--- src/rtl/ao_ini_pkg.sv ---
// AO init sequencer shared definitions: channel count, timeout,
// config base address, widths and one-hot state encodings.
package ao_ini_pkg;

  localparam int         AO_CH_NUM    = 8;
  localparam int         AO_TO_CYCLES = 1000;
  localparam logic [7:0] AO_CFG_BASE  = 8'h00;

  localparam int DATA_W = 16;
  localparam int ADDR_W = 8;
  localparam int SEL_W  = 3;

  typedef enum logic [5:0] {
    ST_IDLE = 6'b000001,
    ST_REQ  = 6'b000010,
    ST_CHK  = 6'b000100,
    ST_WR   = 6'b001000,
    ST_DONE = 6'b010000,
    ST_FAIL = 6'b100000
  } ini_state_t;

  // Checksum accumulate, carries discarded.
  function automatic logic [DATA_W-1:0] csum_add(
    input logic [DATA_W-1:0] a,
    input logic [DATA_W-1:0] b
  );
    return a + b;
  endfunction

endpackage

--- src/rtl/ao_ini_wdog.sv ---
// Config-ack watchdog. Ports: clk, rst, clr (restart), en (count),
// expire (asserted on the TO_CYCLES-th cycle since the last clear).
module ao_ini_wdog
  import ao_ini_pkg::*;
#(
  parameter int TO_CYCLES = AO_TO_CYCLES
) (
  input  logic clk,
  input  logic rst,
  input  logic clr,
  input  logic en,
  output logic expire
);

  localparam int CW = $clog2(TO_CYCLES + 1);

  logic [CW-1:0] cnt_q;

  // The clearing cycle itself counts as elapsed, so cnt_q equals the
  // number of cycles since the last ack/start.
  always_ff @(posedge clk or posedge rst) begin
    if (rst) begin
      cnt_q <= '0;
    end else if (clr) begin
      cnt_q <= CW'(1);
    end else if (en && cnt_q != CW'(TO_CYCLES)) begin
      cnt_q <= cnt_q + CW'(1);
    end
  end

  assign expire = en && !clr && (cnt_q >= CW'(TO_CYCLES - 1));

endmodule

--- src/rtl/ao_ini_seq.sv ---
// AO channel init sequencer: reads CH_NUM defaults + checksum, verifies,
// then writes all channels. Ports: clk/rst, start/done/fail/busy,
// cfg req/addr/ack/data read port, ch_wr/sel/data write strobe.
module ao_ini_seq
  import ao_ini_pkg::*;
#(
  parameter int         CH_NUM    = AO_CH_NUM,
  parameter int         TO_CYCLES = AO_TO_CYCLES,
  parameter logic [7:0] CFG_BASE  = AO_CFG_BASE
) (
  input  logic              clk,
  input  logic              rst,
  input  logic              i_ini_start,
  output logic              o_ini_done,
  output logic              o_ini_fail,
  output logic              o_busy,
  output logic              o_cfg_req,
  output logic [ADDR_W-1:0] om_cfg_addr,
  input  logic              i_cfg_ack,
  input  logic [DATA_W-1:0] im_cfg_data,
  output logic              o_ch_wr,
  output logic [SEL_W-1:0]  om_ch_sel,
  output logic [DATA_W-1:0] om_ch_data
);

  localparam int IDX_W = $clog2(CH_NUM + 1);

  ini_state_t        state_q;
  logic [IDX_W-1:0]  idx_q;
  logic [DATA_W-1:0] csum_q;
  logic [DATA_W-1:0] chk_q;
  logic [DATA_W-1:0] buf_q [2**SEL_W];

  logic wd_clr;
  logic wd_en;
  logic wd_exp;

  assign wd_en  = (state_q == ST_REQ);
  assign wd_clr = ((state_q == ST_IDLE) && i_ini_start)
               || ((state_q == ST_REQ) && i_cfg_ack);

  ao_ini_wdog #(
    .TO_CYCLES (TO_CYCLES)
  ) u_wdog (
    .clk    (clk),
    .rst    (rst),
    .clr    (wd_clr),
    .en     (wd_en),
    .expire (wd_exp)
  );

  // Channel defaults; only read after the checksum passes.
  always_ff @(posedge clk) begin
    if (state_q == ST_REQ && i_cfg_ack
        && idx_q < IDX_W'(CH_NUM)) begin
      buf_q[idx_q[SEL_W-1:0]] <= im_cfg_data;
    end
  end

  always_ff @(posedge clk or posedge rst) begin
    if (rst) begin
      state_q     <= ST_IDLE;
      idx_q       <= '0;
      csum_q      <= '0;
      chk_q       <= '0;
      o_ini_done  <= 1'b0;
      o_ini_fail  <= 1'b0;
      o_busy      <= 1'b0;
      o_cfg_req   <= 1'b0;
      om_cfg_addr <= CFG_BASE;
      o_ch_wr     <= 1'b0;
      om_ch_sel   <= '0;
      om_ch_data  <= '0;
    end else begin
      o_ini_done <= 1'b0;
      o_ini_fail <= 1'b0;
      o_ch_wr    <= 1'b0;
      unique case (state_q)
        ST_IDLE: begin
          if (i_ini_start) begin
            state_q     <= ST_REQ;
            o_cfg_req   <= 1'b1;
            o_busy      <= 1'b1;
            om_cfg_addr <= CFG_BASE;
            idx_q       <= '0;
            csum_q      <= '0;
          end
        end
        ST_REQ: begin
          if (i_cfg_ack) begin
            om_cfg_addr <= om_cfg_addr + 8'd1;
            idx_q       <= idx_q + IDX_W'(1);
            if (idx_q == IDX_W'(CH_NUM)) begin
              chk_q     <= im_cfg_data;
              o_cfg_req <= 1'b0;
              state_q   <= ST_CHK;
            end else begin
              csum_q <= csum_add(csum_q, im_cfg_data);
            end
          end else if (wd_exp) begin
            o_cfg_req  <= 1'b0;
            o_ini_fail <= 1'b1;
            state_q    <= ST_FAIL;
          end
        end
        ST_CHK: begin
          if (csum_q == chk_q) begin
            o_ch_wr    <= 1'b1;
            om_ch_sel  <= '0;
            om_ch_data <= buf_q[0];
            state_q    <= ST_WR;
          end else begin
            o_ini_fail <= 1'b1;
            state_q    <= ST_FAIL;
          end
        end
        ST_WR: begin
          if (om_ch_sel == SEL_W'(CH_NUM - 1)) begin
            o_ini_done <= 1'b1;
            om_ch_data <= '0;
            state_q    <= ST_DONE;
          end else begin
            o_ch_wr    <= 1'b1;
            om_ch_sel  <= om_ch_sel + SEL_W'(1);
            om_ch_data <= buf_q[om_ch_sel + SEL_W'(1)];
          end
        end
        ST_DONE, ST_FAIL: begin
          o_busy  <= 1'b0;
          state_q <= ST_IDLE;
        end
        default: begin
          o_busy    <= 1'b0;
          o_cfg_req <= 1'b0;
          state_q   <= ST_IDLE;
        end
      endcase
    end
  end

endmodule

--- config.mk ---
export PLATFORM = sky130hd
export DESIGN_NAME = ao_ini_seq
export DESIGN_NICKNAME = d
export VERILOG_FILES = /design/src/rtl/ao_ini_pkg.sv /design/src/rtl/ao_ini_wdog.sv /design/src/rtl/ao_ini_seq.sv
export SDC_FILE = /design/constraint.sdc
export NUM_CORES = 1
export LEC_CHECK = 0
export ABC_AREA = 1
export CORE_MARGIN = 2
export CORE_UTILIZATION = 24
export CTS_CLUSTER_DIAMETER = 150
export DETAILED_ROUTE_END_ITERATION = 8
export GPL_TIMING_DRIVEN = 0
export PLACE_DENSITY_LB_ADDON = 0.3
export RECOVER_POWER = 100
export SLEW_MARGIN = 5
export SYNTH_ARGS = -nofsm -noshare
export SYNTH_HDL_FRONTEND = slang
export SYNTH_SLANG_ARGS = --single-unit
export TNS_END_PERCENT = 100
--- constraint.sdc ---
create_clock -name clk -period 6.9 [get_ports clk]
set_input_delay 2.07 -clock clk [delete_from_list [all_inputs] [get_ports clk]]
set_output_delay 2.07 -clock clk [all_outputs]
set_load 0.02 [all_outputs]
==> metrics, run 1 <==
Clock Sinks 212; Post-synth EDFFs 128; die height 214 um; number of max-cap violations 1; largest family of logic cells by synthesized area simple AND/OR/NAND/NOR gates; final setup TNS 0 ns; XOR/XNOR Fraction of Synth Area 0.00994; setup ws final 1.89 ns; Post-synth ARST share 0.396; Synth Area in Compound Gates 0.0323; synthesized area 10600 um^2; worst hold path type reg -> reg; Synth area leader edfxtp_1; largest net degree at the start of global routing 53; Hold Vio Cnt, Final 0; Final ANT Viol Nets 0; Clk Latency, worst-skew pair 0.52 ns; LEAKAGE 5.76 nW; first-pass iteration count of the detailed router 5; TritonCTS clock tree done; CTS root buf clkbuf_16; critical path data required time 7.04 ns; Avg WL per Cell 14.8 um; mux cell area share after synthesis 0; status finished with violations; Net Count, Synth 1258; die area 45700 um^2; CP arrival 5.16 ns; crit share post-route 0.727; I/O pins 52; total CTS buffers 25; Final Wtd Congestion 0.846; violated checks capacitance limit, slew limit; first-pass GRT wire length 44.9 mm; gr usage total 0.126; critical path peak fanout 10; Post-Route Skew 0.0171 ns; post-place setup slack 2.31 ns; Synth cell types 40; Synth Area per Inst 8.70 um^2; cts hold-fix bufs 0; Slew HR -0.164; post-synth top area share 0.364; Filler cells 4567; Die X 214 um; CTS H-tree depth 1; Peak VDD IR 0.000139 V; diode count 0; Max Slew Vio Count 33; DR vias 8068; post-synthesis sequential area ratio 0.563; P&R area growth vs syn 19.4%; initial antenna violation count 1; detailed placement HPWL 20.6 mm; leading cell type in the layout, fill and taps excluded nand2_1; most frequent cells in the layout nand2_1, nand3_1, edfxtp_1; Synth Area in Adders 0.0279; Yosys reg bits 212; Worst Tran Pin Value 1.74 ns; hold path start o_cfg_req; # port buffers 51; Initial Util 0.244; Bufs on Longest Clock Path 3; share of layout cells above drive strength 1 0.0674; Syn Inst Count 1215; critical path endpoint category register; Post-CTS Resized 0; startpoint types input pin; Synth Area in Simple Gates 0.300; yosys warns 0; Reg area 5950 um^2; vias in the first global route 7934; top_reg_cell synth edfxtp_1; Max Clock Freq 199 MHz; Final nets 1345; area of the multi-input gates 3860 um^2; post-CTS setup buffers 0; Synth area leaders edfxtp_1, dfrtp_1, nand2_1; Min Hold Slack 0.500 ns; Core Rows 76; DRC violations left 0; core area 43300 um^2; min Tclk post-route 5.01 ns; FF-to-FF Start state_q[4]; total length of routed wires 28.1 mm; Worst Setup SP i_cfg_ack; Overflow after GRT 0; power per cell area 297 nW/um^2; Final setup viols 0; CTS clk-pin slew, worst paths 0.06 ns; RSZ-0062 raised after global routing no; DRT iter0 DRCs 547; crit path kind in -> reg; vias per cell 4.24
-- final cells by class --
class | count | area share
buffer | 40 | 0.0146
clock buffer | 29 | 0.0516
clock inverter | 16 | 0.0146
inverter | 132 | 0.0395
multi-input combinational | 831 | 0.306
sequential | 212 | 0.471
tap | 585 | 0.0580
timing repair buffer | 60 | 0.0450
-- routing by layer --
layer | track usage | part of all wire | vias up
li1 | - | - | 4100
met1 | 0.177 | 0.48 | 3753
met2 | 0.208 | 0.46 | 199
met3 | 0.0192 | 0.055 | 16
met4 | 0.0237 | 0.0088 | 0
met5 | 0 | 0 | -
-- registers in the layout, indices dropped and copies added, names as in the netlist, 3 cells and up --
signal and count:
om_cfg_addr 8, om_ch_sel 3, buf_q 128, om_ch_data 16, chk_q 16, csum_q 16, u_wdog.cnt_q 10, idx_q 4
state_q 6
-- cell families (layout without fill, tap and decap cells) --
family / after synthesis / after routing
xor gates and xnor gates: 12 / 12
adders and majority gates: 23 / 23
and+or+nand+nor: 741 / 741
buffers and inverters: 172 / 277
DFF: 212 / 212
AOI/OAI and AO/OA: 55 / 55
-- worst paths after layout --
path / to / slack [ns] / depth (start not counted)
setup / recovery: buf_q[0][8] / 1.89 / 6
hold / removal: o_cfg_req / 0.50 / 2
setup reg to reg: buf_q[0][8] / 3.26 / 8
hold reg to reg: o_cfg_req / 0.50 / 2
max in group asynchronous: state_q[0] / 3.56 / 3
min in group asynchronous: chk_q[3] / 2.43 / 2
-- synthesized netlist by cell type, types with 6 or more instances --
master	n
a21oi_1	19
a21oi_2	11
buf_2	18
buf_6	6
clkbuf_1	15
dfrtp_1	83
edfxtp_1	128
ha_1	22
inv_1	127
nand2_1	482
nand3_1	145
nand4_1	7
nor2_1	60
nor2_2	6
nor3_1	15
o21ai_0	14
xor2_1	9
-- through the flow --
step                instances  power (mW)  cell area [um^2]  utilization
global route             1905        3.97             12600        0.292
floorplan                1215        2.15             10600            -
global placement         1851        2.47             11800        0.273
CTS                      1905        3.86             12800        0.296
finish                   1905        3.75             12600        0.292
detailed placement       1860        2.49             12000        0.276
-- worst max-delay path, stage by stage --
cell and delay (ns):
dlygate4sd3_1 0.68, nand2_1 0.19, clkinvlp_2 0.35, nand3_1 0.22, nor3_1 1.06, clkbuf_1 0.58
-- report_power, final --
part / internal [mW] / switching [mW]
clock: 0.824 / 0.532
combinational: 0.283 / 0.528
sequential: 1.49 / 0.0985
total: 2.59 / 1.16
No activity file was read; power rests on OpenSTA's default activity.
==> inputs of run 2 (changes only) <==
==> constraint.sdc (replaced) <==
create_clock -name clk -period 4.2 [get_ports clk]
set_input_delay 1.26 -clock clk [delete_from_list [all_inputs] [get_ports clk]]
set_output_delay 1.26 -clock clk [all_outputs]
set_load 0.02 [all_outputs]
==> run 2 against run 1 <==
Worst hold slack about the same. Utilization increased by 0.15 points. Non-clock buffer count unchanged. Final cell count unchanged. Count of clock-buffer cells in the layout unchanged. Largest power group unchanged. Die area unchanged. The flow still finishes with violations (capacitance limit, slew limit). Critical endpoint unchanged. Total power increased by 65%. Worst setup slack got worse by 1.2 ns.
==> metrics, run 2 (same netlist as run 1, synthesis figures left out) <==
Post-Route Skew 0.0170 ns (-0.000123 ns); Clk Latency, worst-skew pair 0.52 ns (about the same); placed cell count 1860 (unchanged); non-filler cells, final 1905 (unchanged); combinational power share 0.217 (about the same); critical path endpoint category register; total length of routed wires 28.1 mm (about the same); diode count 0 (unchanged); Internal Pwr Total 4.26 mW (+64%); Die X 214 um (unchanged); initial antenna violation count 1 (unchanged); largest net degree at the start of global routing 53 (unchanged); worst hold path type reg -> reg; # port buffers 51 (unchanged); Bufs on Longest Clock Path 3 (unchanged); clock group share of total power 0.361 (about the same); R2R depth 8 (unchanged); Worst Setup SP i_cfg_ack; P&R area growth vs syn 20.0%; number of max-cap violations 1 (unchanged); Worst Tran Pin Value 1.74 ns (+0.00127 ns); Final nets 1345 (unchanged); Initial Util 0.244 (unchanged); Final ANT Viol Nets 0 (unchanged); gr usage total 0.126 (unchanged); die height 214 um (unchanged); total CTS buffers 25 (unchanged); Core Rows 76 (unchanged); post-place setup slack 0.420 ns (-1.89 ns); Seq pwr share 0.422 (about the same); max reg flops 128 (unchanged); Filler cells 4556 (-0.24%); Final setup viols 0 (unchanged); share of layout cells above drive strength 1 0.0758 (+0.00833); min Tclk post-route 3.52 ns; RSZ-0062 raised after global routing no; sw power 1.91 mW (+65%); crit path kind in -> reg; Clock Sinks 212 (unchanged); Critical path destination buf_q[0][8]; setup ws final 0.678 ns (-1.21 ns); cts hold-fix bufs 0 (unchanged); LEAKAGE 5.80 nW (+0.76%); startpoint types input pin; DRC violations left 0 (unchanged); critical path peak fanout 10 (unchanged); CTS H-tree depth 1 (unchanged); leading cell type in the layout, fill and taps excluded nand2_1; vias in the first global route 7934 (unchanged); Max Slew Vio Count 33 (unchanged); TritonCTS clock tree done; Post-CTS Resized 0 (unchanged); first-pass GRT wire length 44.9 mm (unchanged); CTS root buf clkbuf_16; crit share post-route 0.839; Avg WL per Cell 14.8 um (about the same); Hold Vio Cnt, Final 0 (unchanged); first-pass iteration count of the detailed router 6 (+1); most frequent cells in the layout nand2_1, nand3_1, edfxtp_1; Peak VDD IR 0.000229 V (+64%); status finished with violations; post-CTS setup buffers 0 (unchanged); vias per cell 4.24 (about the same); core area 43300 um^2 (unchanged); CTS clk-pin slew, worst paths 0.06 ns (about the same); detailed placement HPWL 20.6 mm (unchanged); Max Clock Freq 284 MHz; violated checks capacitance limit, slew limit; Reg-to-Reg End buf_q[0][8]; CP arrival 3.73 ns (-1.43 ns); I/O pins 52 (unchanged); critical path data required time 4.41 ns (-2.63 ns); die area 45700 um^2 (unchanged); sw frac 0.309 (+0.000654); FF-to-FF Start state_q[4]; FF-to-FF setup slack 1.24 ns (-2.02 ns); Slew HR -0.164 (-0.000851); DRT iter0 DRCs 579 (+5.9%); DR vias 8072 (+0.050%); Overflow after GRT 0 (unchanged); power per cell area 487 nW/um^2 (+64%); Final Wtd Congestion 0.846 (unchanged)
run 2: changes by cell type in the layout (fill, tap and decap cells not counted), sizes merged:
cell	delta
buf	+7
clkbuf	-7
run 2: metrics by stage:
stage	setup TNS, ns	utilization	hold slack, ns	instance area (um^2)	power, mW
after global routing	0	0.293	0.519	12700	6.54
final	0	0.293	0.500	12700	6.17
after floorplan	0	-	0.449	10600	3.53
after CTS	0	0.296	0.500	12800	6.34
after global placement	-130.88	0.273	0.467	11800	4.05
after detailed placement	0	0.276	0.483	12000	4.10
run 2: final cells by class:
class	instances	area (um^2)	share of cell area
flip-flops and latches	212	5950	0.469
inverters	132	498	0.0393
clock inverters	16	184	0.0145
repair buffers	60	617	0.0486
multi-input cells	831	3880	0.306
well taps	585	732	0.0577
clock buffers	29	651	0.0513
plain buffers	40	176	0.0139
run 2: metal layers:
metal	vias up	GRT usage	share of wire
met3	16	0.0192	0.057
met5	-	0	0
li1	4098	-	-
met4	0	0.0237	0.0088
met2	195	0.208	0.46
met1	3763	0.177	0.48
run 2: power by group through the flow:
stage	Sequential (mW)	Combinational, mW	Clock [mW]
6_report	2.61	1.34	2.23
5_1_grt	2.65	1.52	2.37
4_1_cts	2.62	1.44	2.28
3_5_place_dp	2.66	1.44	0
3_3_place_gp	2.65	1.40	0
2_1_floorplan	2.73	0.805	0
run 2: worst min path at each step:
stage,start,endpoint,slack (ns),depth (start not counted)
after global placement,u_wdog.cnt_q[9],u_wdog.cnt_q[9],0.47,2
final,o_cfg_req,o_cfg_req,0.50,2
after CTS,u_wdog.cnt_q[9],u_wdog.cnt_q[9],0.50,2
after floorplan,u_wdog.cnt_q[9],u_wdog.cnt_q[9],0.45,2
after detailed placement,chk_q[3],chk_q[3],0.48,2
after global routing,chk_q[13],chk_q[13],0.52,2
run 2: worst max-delay path, stage by stage:
cell           delay, ns
dlygate4sd3_1       0.68
nand2_1             0.19
clkinvlp_2          0.34
nand3_1             0.27
nor3_2              0.65
buf_4               0.33
